## config.mk

```make
export PLATFORM = sky130hd
export DESIGN_NAME = toggle_handshake_receiver
export DESIGN_NICKNAME = d
export VERILOG_FILES = /design/src/rtl/toggle_handshake_receiver.sv
export SDC_FILE = /design/constraint.sdc
export NUM_CORES = 1
export LEC_CHECK = 0
export ABC_CLOCK_PERIOD_IN_PS = 1200
export CAP_MARGIN = 15
export CORE_MARGIN = 2
export CORE_UTILIZATION = 38
export DETAILED_ROUTE_END_ITERATION = 10
export PLACE_DENSITY = 0.73
export SLEW_MARGIN = 20
export SYNTH_ARGS = -nofsm -noshare
export SYNTH_HDL_FRONTEND = slang
export SYNTH_SLANG_ARGS = --single-unit
```

## constraint.sdc

```tcl
create_clock -name clk -period 1.2 [get_ports clk]
set_clock_uncertainty 0.05 [all_clocks]
set_input_delay 0.24 -clock clk [delete_from_list [all_inputs] [get_ports clk]]
set_output_delay 0.24 -clock clk [all_outputs]
set_load 0.01 [all_outputs]
```

## src/rtl/toggle_handshake_receiver.sv

```systemverilog
// Receiving end of a two-phase (toggle) handshake: synchronises the request,
// buffers one word for a valid/ready consumer and returns a toggled acknowledge.
module toggle_handshake_receiver #(
    parameter int DATA_W      = 8,
    parameter int SYNC_STAGES = 2,
    parameter int CNT_W       = 8
) (
    input  logic              clk,
    input  logic              rst,
    input  logic              req_tgl,
    input  logic [DATA_W-1:0] data_in,
    output logic              ack_tgl,
    output logic [DATA_W-1:0] data_out,
    output logic              out_valid,
    input  logic              out_ready,
    output logic [CNT_W-1:0]  xfer_count,
    output logic              overrun
);

    typedef enum logic {
        IDLE = 1'b0,
        HOLD = 1'b1
    } state_t;

    state_t                 state, state_n;
    logic [SYNC_STAGES-1:0] sync;
    logic                   req_s;
    logic                   req_prev, req_prev_n;
    logic                   ack_n;
    logic                   valid_n;
    logic                   overrun_n;
    logic [DATA_W-1:0]      data_n;
    logic [CNT_W-1:0]       count_n;
    logic                   req_event;
    logic                   release_now;

    assign req_s       = sync[SYNC_STAGES-1];
    assign req_event   = (req_s != req_prev);
    assign release_now = (state == HOLD) && out_ready;

    always_ff @(posedge clk) begin
        if (!rst) begin
            sync <= '0;
        end else begin
            sync <= {sync[SYNC_STAGES-2:0], req_tgl};
        end
    end

    always_ff @(posedge clk) begin
        if (!rst) begin
            state      <= IDLE;
            req_prev   <= 1'b0;
            ack_tgl    <= 1'b0;
            out_valid  <= 1'b0;
            overrun    <= 1'b0;
            data_out   <= '0;
            xfer_count <= '0;
        end else begin
            state      <= state_n;
            req_prev   <= req_prev_n;
            ack_tgl    <= ack_n;
            out_valid  <= valid_n;
            overrun    <= overrun_n;
            data_out   <= data_n;
            xfer_count <= count_n;
        end
    end

    // An event in HOLD is an overrun; if the buffer drains on the same edge the
    // pending request is kept so it is captured from IDLE on the next edge.
    always_comb begin
        state_n    = state;
        req_prev_n = req_prev;
        ack_n      = ack_tgl;
        valid_n    = out_valid;
        overrun_n  = overrun;
        data_n     = data_out;
        count_n    = xfer_count;
        case (state)
            IDLE: begin
                if (req_event) begin
                    data_n     = data_in;
                    req_prev_n = req_s;
                    valid_n    = 1'b1;
                    state_n    = HOLD;
                end
            end
            HOLD: begin
                if (req_event) begin
                    overrun_n = 1'b1;
                    if (!release_now) begin
                        req_prev_n = req_s;
                    end
                end
                if (release_now) begin
                    valid_n = 1'b0;
                    ack_n   = req_prev;
                    count_n = xfer_count + CNT_W'(1);
                    state_n = IDLE;
                end
            end
            default: begin
                state_n = IDLE;
                valid_n = 1'b0;
            end
        endcase
    end

endmodule

```

==> Flow_metrics.wiki, run 1 <==
{| class="wikitable"
! Metric !! Value
|-
| Syn avg cell area || about 8.8 um^2
|-
| Register area share after synthesis || 0.5380
|-
| Vias after detailed routing || 896
|-
| Layout fillers || between 200 and 250
|-
| Minimum setup slack among reg-to-reg paths || -100 ps
|-
| TritonCTS clock tree || done
|-
| Setup TNS || -184.9 ps
|-
| CTS max path bufs || 2
|-
| Total internal power || 1000 uW
|-
| RSZ-0062 raised after global routing || yes
|-
| Number of setup violations in the final report || 5
|-
| Area overhead of the layout relative to synthesis || 57.46%
|-
| Origin of the critical flop-to-flop path || xfer_count[0]
|-
| Slew of the pin with the lowest slew margin || 327.1 ps
|-
| Proportion of power drawn by the clock network || 0.265
|-
| Share of power burned in registers || 0.600
|-
| Effective utilization at floorplan || 0.3945
|-
| Vias in the first global route || 904
|-
| Total of buffers placed on input and output ports || 30
|-
| Number of different library cells in the post-synthesis netlist || 19
|-
| Clock latency reported for the late side of the worst-skew pair || 310 ps
|-
| Post-layout utilization of the core || 0.6211
|-
| R2R cell count || 3
|-
| Post-synthesis instance area || 855.8 um^2
|-
| Routed WL per cell || 13.19 um
|-
| Post-detailed-route count of antenna-violating nets || 0
|-
| Origin of the worst setup path || xfer_count[0]
|-
| Global router's overall resource usage || 0.1869
|-
| Crit path kind || flip-flop to flip-flop
|-
| Most common cell after layout, fill and taps aside || a21oi_1
|-
| Number of antenna violations at the first check in global routing || 0
|-
| Total core area || 2170 um^2
|-
| Status || complete, but fails checks
|-
| Cell count of the worst hold path || 1
|-
| Final Wtd Congestion || 0.8093
|-
| Failing checks || setup timing
|-
| Storage cell area || slightly below 500 um^2
|-
| Class of the tightest hold or removal check || flip-flop to flip-flop
|-
| Multi-input logic area || ~440 um^2
|-
| Ratio of final minimum period to clock period || 1.083
|-
| Overall die area || approximately 2600 um^2
|-
| Router iterations before antenna repair || 4
|-
| Die outline height || 51.46 um
|-
| Commonest cells after routing, fill and taps aside || a21oi_1, buf_4, dfxtp_2, clkbuf_2
|-
| Post-Synthesis Cells || 97
|-
| Post-detailed-routing wire length || 2.255 mm
|-
| PD cells || approximately 1000 nW/um^2
|-
| Top fanout value on the critical path || 4
|-
| Final Hold Violating Endpoints || 0
|-
| Hold_sp || sync[0]
|-
| Total of warnings raised by yosys || 0
|-
| Chip Width || 51.46 um
|-
| Critical path data required time || 1400 ps
|-
| DRC violations left || 0
|-
| CP arrival || 1500 ps
|-
| Synthesized netlist net count || 110
|-
| Per-cell via count in the routed design || 5.240
|-
| Total Nets Final || 157
|-
| Switching share of power || 0.2552
|-
| Share of total power in combinational logic || 0.135
|-
| Drt initial violations || 13
|-
| VDD IR max || 0.6375 mV
|-
| Yosys reg bits || 23
|-
| Clock sink total || 23
|-
| Cts hold-fix bufs || 0
|-
| Number of antenna diodes || 0
|-
| H-Tree Depth || 1
|-
| Clock slew seen by the registers of the worst setup and hold paths || 120 ps
|-
| Global-route wire length before repair || approximately 3.7 mm
|-
| Worst slew margin || 0.7801
|-
| Number of primary I/O pins || 31
|-
| Final count of pins violating max slew || 0
|-
| Min setup slack post-route || -99.26 ps
|-
| Leakage power of the design || 0.0005306 uW
|-
| Max Freq || 769.7 MHz
|-
| Largest net degree at the start of global routing || 14
|-
| Startpoint Class || flip-flop
|-
| Standard-cell row count || 17
|-
| Max-Cap Viols || 0
|-
| Fraction of final layout cells with drive strength greater than 1 || 0.4336
|-
| CTS Buf Count || 3
|-
| Switching power summed over all nets || 342.8 uW
|-
| Endpoint type of the worst setup path || flip-flop
|-
| Final worst path period need || roughly 1300 ps
|-
| Half-perimeter wire length after placement || 1.469 mm
|-
| Remaining global-route overflow || 0
|-
| Clock tree root driver cell || clkbuf_4
|}
registers in the layout, indices dropped and copies added, names as in the netlist:
signal	cells
data_out	8
ack_tgl	1
state	1
sync	2
overrun	1
out_valid	1
req_prev	1
xfer_count	8
cell type report:
cell class | count | share of cell area
Inverter | 4 | 0.01393
Timing Repair inverter | 1 | 0.005571
Clock buffer | 3 | 0.01671
Multi-Input combinational cell | 68 | 0.3278
Sequential cell | 23 | 0.3658
Timing Repair Buffer | 43 | 0.2405
Clock inverter | 1 | 0.003714
Tap cell | 28 | 0.02600
power by group through the flow:
stage / combinational [uW] / clock, uW / sequential (uW)
final: 182 / 356 / 806
after global routing: 203 / 407 / 811
after CTS: 176 / 363 / 807
after detailed placement: 183 / 0 / 823
after global placement: 181 / 0 / 822
after floorplan: 59.9 / 0 / 832
cell usage after synthesis:
cell       n  area [um^2]
inv_1      2        7.510
or3_1      4        25.02
clkbuf_1   2        7.510
a21oi_1   19        95.09
and2_1     2        12.51
nand4_1    1        6.260
nand4_2    1        12.51
xnor2_1    2        17.52
o21ai_0   12        60.06
nor2_1     6        22.52
nand2_1    4        15.01
o31ai_1    1        7.510
dfxtp_1   23        460.4
or4_1      1        7.510
nand3_1   11        55.05
and3_1     1        6.260
xor2_1     2        17.52
ha_1       1        12.51
clkinv_1   2        7.510
critical path: stages (launching register included):
cell	delay [ps]
dfxtp_4	410
nand4_4	120
or4_4	530
a21oi_2	130
final timing paths:
kind / end
min: sync[1]
min reg2reg: sync[1]
max: xfer_count[7]
max reg2reg: xfer_count[7]
kinds of logic (layout without fill, tap and decap cells):
group,Yosys count,after routing,synth area share
simple gates,31,31,0.1901
xor+xnor,4,4,0.04094
fa+ha+maj,1,1,0.01462
buf+inv,6,52,0.02633
flops,23,23,0.5380
compound gates,32,32,0.1901
through the flow:
stage	power [uW]	cells	hold WS, ps	setup slack [ps]	area, um^2
3_3_place_gp	1003	164	366.3	-453.8	1304
4_1_cts	1346	170	412.7	-86.41	1384
2_1_floorplan	891.8	97	311.7	1.139	893.4
5_1_grt	1420	171	431.7	-157.2	1348
3_5_place_dp	1006	164	383.1	-522.5	1304
6_report	1343	171	408.1	-99.26	1348
metal layers:
metal	share of wire	GRT usage	vias to the layer above
li1	-	-	439
met1	0.45	0.2301	425
met2	0.47	0.3120	25
met3	0.048	0.02924	7
met4	0.028	0.09649	0
met5	0	0	-
what timing repair did:
| action | CTS | global route |
|---|---|---|
| setup buffers | 2 | 0 |
| pin swaps | 8 | 0 |
| cloned | 0 | 1 |
| setup endpoints to repair | 33 | 33 |
| resized for setup | 59 | 32 |
No activity file was read; power rests on OpenSTA's default activity.
==> run 2, diff against run 1 <==
Settings changed: TNS_END_PERCENT set to 20.
==> Flow_metrics.wiki, run 2 (synthesized netlist as in run 1, its figures left out) <==
{| class="wikitable"
! Metric !! Value
|-
| Number of antenna violations at the first check in global routing || 0 (unchanged)
|-
| Tot Pwr || 1367 uW (+1.8%)
|-
| Global-route wire length before repair || 3.608 mm (-3.5%)
|-
| Leakage power of the design || 0.0005528 uW (+4.2%)
|-
| DRC violations left || 0 (unchanged)
|-
| Layout fillers || 188 (-10%)
|-
| Most used routing layer in global routing || met2
|-
| Kind of cell adding the most delay to the critical path || simple AND/OR/NAND/NOR gates
|-
| Commonest cells after routing, fill and taps aside || dfxtp_2, a21oi_1, buf_2, buf_4, o21ai_0
|-
| Total Nets Final || 158 (+0.64%)
|-
| CP arrival || 1460 ps (-40 ps)
|-
| Post-detailed-route count of antenna-violating nets || 0 (unchanged)
|-
| Biggest regs || data_out (8), xfer_count (8), sync (2)
|-
| Placed insts || 164 (unchanged)
|-
| Standard-cell row count || 17 (unchanged)
|-
| Startpoint Class || flip-flop
|-
| Clock sink total || 23 (unchanged)
|-
| Number of antenna diodes || 0 (unchanged)
|-
| Per-cell via count in the routed design || 5.285 (+0.86%)
|-
| Clock latency reported for the late side of the worst-skew pair || 310 ps (about the same)
|-
| CTS Buf Count || 3 (unchanged)
|-
| Number of primary I/O pins || 31 (unchanged)
|-
| Final Hold Violating Endpoints || 0 (unchanged)
|-
| Final Wtd Congestion || 0.7510 (-7.2%)
|-
| Crit path kind || flip-flop to flip-flop
|-
| Max Freq || 799.1 MHz (+3.8%)
|-
| Worst slew margin || 0.8130 (+0.03290)
|-
| CTS max path bufs || 2 (unchanged)
|-
| Vias in the first global route || 845 (-6.5%)
|-
| Clock slew seen by the registers of the worst setup and hold paths || 130 ps (about the same)
|-
| Origin of the worst setup path || xfer_count[1]
|-
| Slew of the pin with the lowest slew margin || 278.1 ps (-48.93 ps)
|-
| Setup TNS || -155.3 ps (+29.52 ps)
|-
| TritonCTS clock tree || done
|-
| Half-perimeter wire length after placement || 1.519 mm (+3.4%)
|-
| Max-Cap Viols || 0 (unchanged)
|-
| Post-detailed-routing wire length || 2.334 mm (+3.5%)
|-
| Overall die area || 2648 um^2 (unchanged)
|-
| Sequence of cells on the critical path || nand4_4, or4_4, a21oi_2
|-
| Remaining global-route overflow || 0 (unchanged)
|-
| Status || complete, but fails checks
|-
| Met3 layer usage reported by global route || 0.03801 (+0.008772)
|-
| Total of buffers placed on input and output ports || 30 (unchanged)
|-
| Class of the tightest hold or removal check || flip-flop to flip-flop
|-
| Met2 usage in global routing || 0.3098 (-0.002137)
|-
| Global router's overall resource usage || 0.1860 (-0.0008836)
|-
| Top fanout value on the critical path || 5 (+1)
|-
| Chip Width || 51.46 um (unchanged)
|-
| Area overhead of the layout relative to synthesis || 56.73%
|-
| Final count of pins violating max slew || 0 (unchanged)
|-
| Endpoint type of the worst setup path || flip-flop
|-
| PD cells || 1019 nW/um^2 (+2.2%)
|-
| Fraction of final layout cells with drive strength greater than 1 || 0.4583 (+0.02477)
|-
| Most common cell after layout, fill and taps aside || dfxtp_2
|-
| Number of standard cells in the final layout excluding fillers || 172 (+0.58%)
|-
| Maximum cell stage delay along the critical path || 500 ps (-30 ps)
|-
| H-Tree Depth || 1 (unchanged)
|-
| Max stage delay cell, worst path || or4_4
|-
| Total core area || 2170 um^2 (unchanged)
|-
| Vias after detailed routing || 909 (+1.5%)
|-
| Count of buffering cells on the critical path with inverters included || 0 (unchanged)
|-
| Cell area after layout || 1341 um^2 (-0.46%)
|-
| Instance area at placement || 1291 um^2 (-0.96%)
|-
| Final worst path period need || 1251 ps (-47.92 ps)
|-
| Min setup slack post-route || -51.34 ps (+47.92 ps)
|-
| RSZ-0062 raised after global routing || yes
|-
| Ratio of final minimum period to clock period || 1.043 (-0.03993)
|-
| VDD IR max || 0.7148 mV (+12%)
|-
| Global-route met1 utilization || 0.2095 (-0.02060)
|-
| Origin of the critical flop-to-flop path || xfer_count[1]
|-
| Worst hold margin || 401.8 ps (-6.228 ps)
|-
| Hold_sp || sync[0]
|-
| Drt initial violations || 6 (-7)
|-
| Critical path data required time || 1410 ps (about the same)
|-
| Largest net degree at the start of global routing || 14 (unchanged)
|-
| Die outline height || 51.46 um (unchanged)
|-
| Routed WL per cell || 13.57 um (+2.9%)
|-
| Failing checks || setup timing
|-
| Router iterations before antenna repair || 4 (unchanged)
|-
| Cts hold-fix bufs || 0 (unchanged)
|-
| Effective utilization at floorplan || 0.3945 (unchanged)
|-
| Clock tree root driver cell || clkbuf_4
|-
| Number of setup violations in the final report || 5 (unchanged)
|}
-- run 2: changes by cell type in the layout (fill, tap and decap cells not counted), sizes merged --
cell           previous run  this run
buf                      18        29
clkbuf                   14         7
dlygate4sd2               1         2
clkinvlp                  2         1
clkdlybuf4s15             3         0
-- run 2: what timing repair did --
action,CTS,global route
pin swaps,6,1
endpoints found under the setup margin,34,28
gates resized for setup,67,30
cloned,0,0
buffers inserted,3,1
-- run 2: worst paths after layout --
path	depth (start not counted)	slack, ps	end
worst max-delay path	3	-50	xfer_count[7]
worst min-delay path	1	400	sync[1]
worst max register to register	3	-50	xfer_count[7]
worst min register to register	1	400	sync[1]
-- run 2: layout make-up --
type                            count  area, um^2  share of cell area
Multi-Input combinational cell     68       444.2              0.3312
Timing Repair Buffer               45       324.1              0.2416
Clock buffer                        3       22.52             0.01679
Inverter                            4       18.77             0.01399
Tap cell                           28       35.03             0.02612
Sequential cell                    23       491.7              0.3666
Clock inverter                      1       5.005            0.003731
-- run 2: report_power, final --
group          leakage (uW)  internal, uW  switching [uW]
logic              0.000338          94.0            90.8
registers          0.000197           789            21.5
clock network     0.0000177           125             247
total              0.000553          1010             359
-- run 2: layer usage --
layer,wire [um],part of all wire
met1,869,0.37
met2,1283,0.55
met3,94,0.040
met4,87,0.037
met5,0,0
-- run 2: per-stage QoR --
stage / worst slack [ps] / util
after global placement: -435.7 / 0.5952
final: -51.34 / 0.6182
after CTS: -52.66 / 0.6298
after detailed placement: -470.2 / 0.5952
after global routing: -103.3 / 0.6182
after floorplan: -0.8276 / -
==> run 3, diff against run 2 <==
Settings changed: SKIP_LAST_GASP set to 1.
==> Flow_metrics.wiki, run 3 (synthesized netlist as in run 1, its figures left out) <==
{| class="wikitable"
! Metric !! Value
|-
| Status || complete, but fails checks
|-
| Failing checks || setup timing
|-
| Post-detailed-route count of antenna-violating nets || 0 (unchanged)
|-
| Max-Cap Viols || 0 (unchanged)
|-
| RSZ-0062 raised after global routing || yes
|-
| Area overhead of the layout relative to synthesis || 61.99%
|-
| Cts hold-fix bufs || 0 (unchanged)
|-
| Number of antenna diodes || 0 (unchanged)
|-
| Effective utilization at floorplan || 0.3945 (unchanged)
|-
| Clock sink total || 23 (unchanged)
|-
| Number of antenna violations at the first check in global routing || 0 (unchanged)
|-
| Router iterations before antenna repair || 4 (unchanged)
|-
| Standard-cell row count || 17 (unchanged)
|-
| Vias after detailed routing || 911 (+0.22%)
|-
| Die outline height || 51.46 um (unchanged)
|-
| Depth of the critical timing path with buffers and inverters included || 1 (-2)
|-
| Proportion of power drawn by the clock network || 0.275 (+0.003)
|-
| Global router's overall resource usage || 0.1763 (-0.009714)
|-
| Final worst path period need || 1284 ps (+32.61 ps)
|-
| Total Nets Final || 159 (+0.63%)
|-
| Overall die area || 2648 um^2 (unchanged)
|-
| Biggest regs || data_out (8), xfer_count (8), sync (2)
|-
| Commonest cells after routing, fill and taps aside || a21oi_1, buf_4, dfxtp_1
|-
| Critical path data required time || 910 ps (-500 ps)
|-
| Kind of cell adding the most delay to the critical path || flip-flops
|-
| Max stage delay cell, worst path || dfxtp_1
|-
| Share of total power in combinational logic || 0.137 (+0.002)
|-
| End of the critical path || out_valid
|-
| Worst slew margin || 0.7331 (-0.07992)
|-
| Total core area || 2170 um^2 (unchanged)
|-
| Final Wtd Congestion || 0.7510 (unchanged)
|-
| Leakage power of the design || 0.0005755 uW (+4.1%)
|-
| Startpoint Class || flip-flop
|-
| Global-route wire length before repair || 3.443 mm (-4.6%)
|-
| Half-perimeter wire length after placement || 1.519 mm (unchanged)
|-
| PD cells || 990.6 nW/um^2 (-2.8%)
|-
| Count of buffering cells on the critical path with inverters included || 1 (+1)
|-
| Min setup slack post-route || -83.95 ps (-32.61 ps)
|-
| CTS Buf Count || 3 (unchanged)
|-
| CTS max path bufs || 2 (unchanged)
|-
| H-Tree Depth || 1 (unchanged)
|-
| Maximum cell stage delay along the critical path || 370 ps (-130 ps)
|-
| Total internal power || 1008 uW (about the same)
|-
| Routed WL per cell || 13.72 um (+1.1%)
|-
| Number of primary I/O pins || 31 (unchanged)
|-
| Clock latency reported for the late side of the worst-skew pair || 330 ps (+20 ps)
|-
| Total of buffers placed on input and output ports || 30 (unchanged)
|-
| Ratio of final minimum period to clock period || 1.070 (+0.02717)
|-
| Final Hold Violating Endpoints || 0 (unchanged)
|-
| Minimum setup slack among reg-to-reg paths || -70 ps (-20 ps)
|-
| Endpoint type of the worst setup path || output pin
|-
| Final count of pins violating max slew || 0 (unchanged)
|-
| Drt initial violations || 12 (+6)
|-
| Origin of the critical flop-to-flop path || state
|-
| Switching power summed over all nets || 364.9 uW (+1.5%)
|-
| Instance area at placement || 1291 um^2 (unchanged)
|-
| Number of setup violations in the final report || 18 (+13)
|-
| DRC violations left || 0 (unchanged)
|-
| Cell area after layout || 1386 um^2 (+3.4%)
|-
| R2R cell count || 3 (unchanged)
|-
| VDD IR max || 0.6504 mV (-9.0%)
|-
| Top fanout value on the critical path || 2 (-3)
|-
| Fraction of final layout cells with drive strength greater than 1 || 0.3172 (-0.1411)
|-
| Post-detailed-routing wire length || 2.373 mm (+1.7%)
|-
| Origin of the worst setup path || out_valid
|-
| TritonCTS clock tree || done
|-
| Crit path kind || flip-flop to output pin
|-
| Clock tree root driver cell || clkbuf_4
|-
| Largest net degree at the start of global routing || 14 (unchanged)
|-
| Per-cell via count in the routed design || 5.266 (-0.36%)
|-
| CP arrival || 990 ps (-470 ps)
|-
| Max Freq || 778.8 MHz (-2.5%)
|-
| Chip Width || 51.46 um (unchanged)
|-
| Reg-to-reg critical path endpoint || xfer_count[7]
|-
| Worst slack after detailed placement || -470.2 ps (unchanged)
|-
| Sequence of cells on the critical path || dlygate4sd2_1
|-
| Slew of the pin with the lowest slew margin || 398.4 ps (+120.3 ps)
|-
| Remaining global-route overflow || 0 (unchanged)
|-
| Share of power burned in registers || 0.587 (-0.006)
|-
| Class of the tightest hold or removal check || primary input to flip-flop
|-
| Vias in the first global route || 825 (-2.4%)
|-
| Switching share of power || 0.2657 (+0.002744)
|-
| Clock slew seen by the registers of the worst setup and hold paths || 130 ps (about the same)
|}
-- run 3: cell types whose count changed in the layout (fill, tap and decap cells not counted), sizes merged --
| cell | change |
|---|---|
| clkbuf | -4 |
| clkdlybuf4s15 | +3 |
| dlygate4sd2 | +11 |
| clkinvlp | +1 |
| buf | -10 |
-- run 3: layout make-up --
cell class,count,area (um^2)
clock inverters,1,5.005
flip-flops and latches,23,479.2
well taps,28,35.03
repair buffers,45,377.9
multi-input cells,68,442.9
fillers,190,783.3
clock buffers,3,22.52
inverters,4,18.77
repair inverters,1,5.005
-- run 3: worst min path at each step --
stage          cells after the start        from          end  slack [ps]
6_report                           3  data_in[2]  data_out[2]         400
3_3_place_gp                       1     sync[0]      sync[1]         370
5_1_grt                            3  data_in[2]  data_out[2]         400
2_1_floorplan                      1         rst      sync[0]         310
4_1_cts                            1     sync[0]      sync[1]         400
3_5_place_dp                       1     sync[0]      sync[1]         370
-- run 3: repair_timing --
item | 4_1_cts | 5_1_grt
buffers inserted | 3 | 1
pin swaps | 4 | 1
resized for setup | 43 | 10
setup endpoints to repair | 34 | 29
gates cloned | 0 | 1
-- run 3: stage by stage --
step / power [uW] / setup TNS [ps] / std cells / utilization / hold slack, ps
final: 1373 / -766.6 / 173 / 0.6390 / 400.2
after global routing: 1430 / -1796 / 173 / 0.6390 / 398.3
after CTS: 1355 / -624.4 / 171 / 0.6153 / 401.7
after detailed placement: 1011 / -5158 / 164 / 0.5952 / 368.8
after global placement: 1005 / -4154 / 164 / 0.5952 / 366.3
after floorplan: 890.3 / -1.639 / 97 / - / 311.7
-- run 3: routing by layer --
metal,part of all wire,track usage,up-vias
li1,-,-,443
met1,0.39,0.1898,440
met2,0.53,0.2991,18
met3,0.044,0.03801,10
met4,0.041,0.1316,0
met5,0,0,-
-- run 3: power by group through the flow --
stage / registers [uW] / logic (uW) / clock network, uW
6_report: 806 / 189 / 378
5_1_grt: 810 / 205 / 416
4_1_cts: 805 / 176 / 374
3_5_place_dp: 822 / 188 / 0
3_3_place_gp: 822 / 183 / 0
2_1_floorplan: 831 / 59.5 / 0
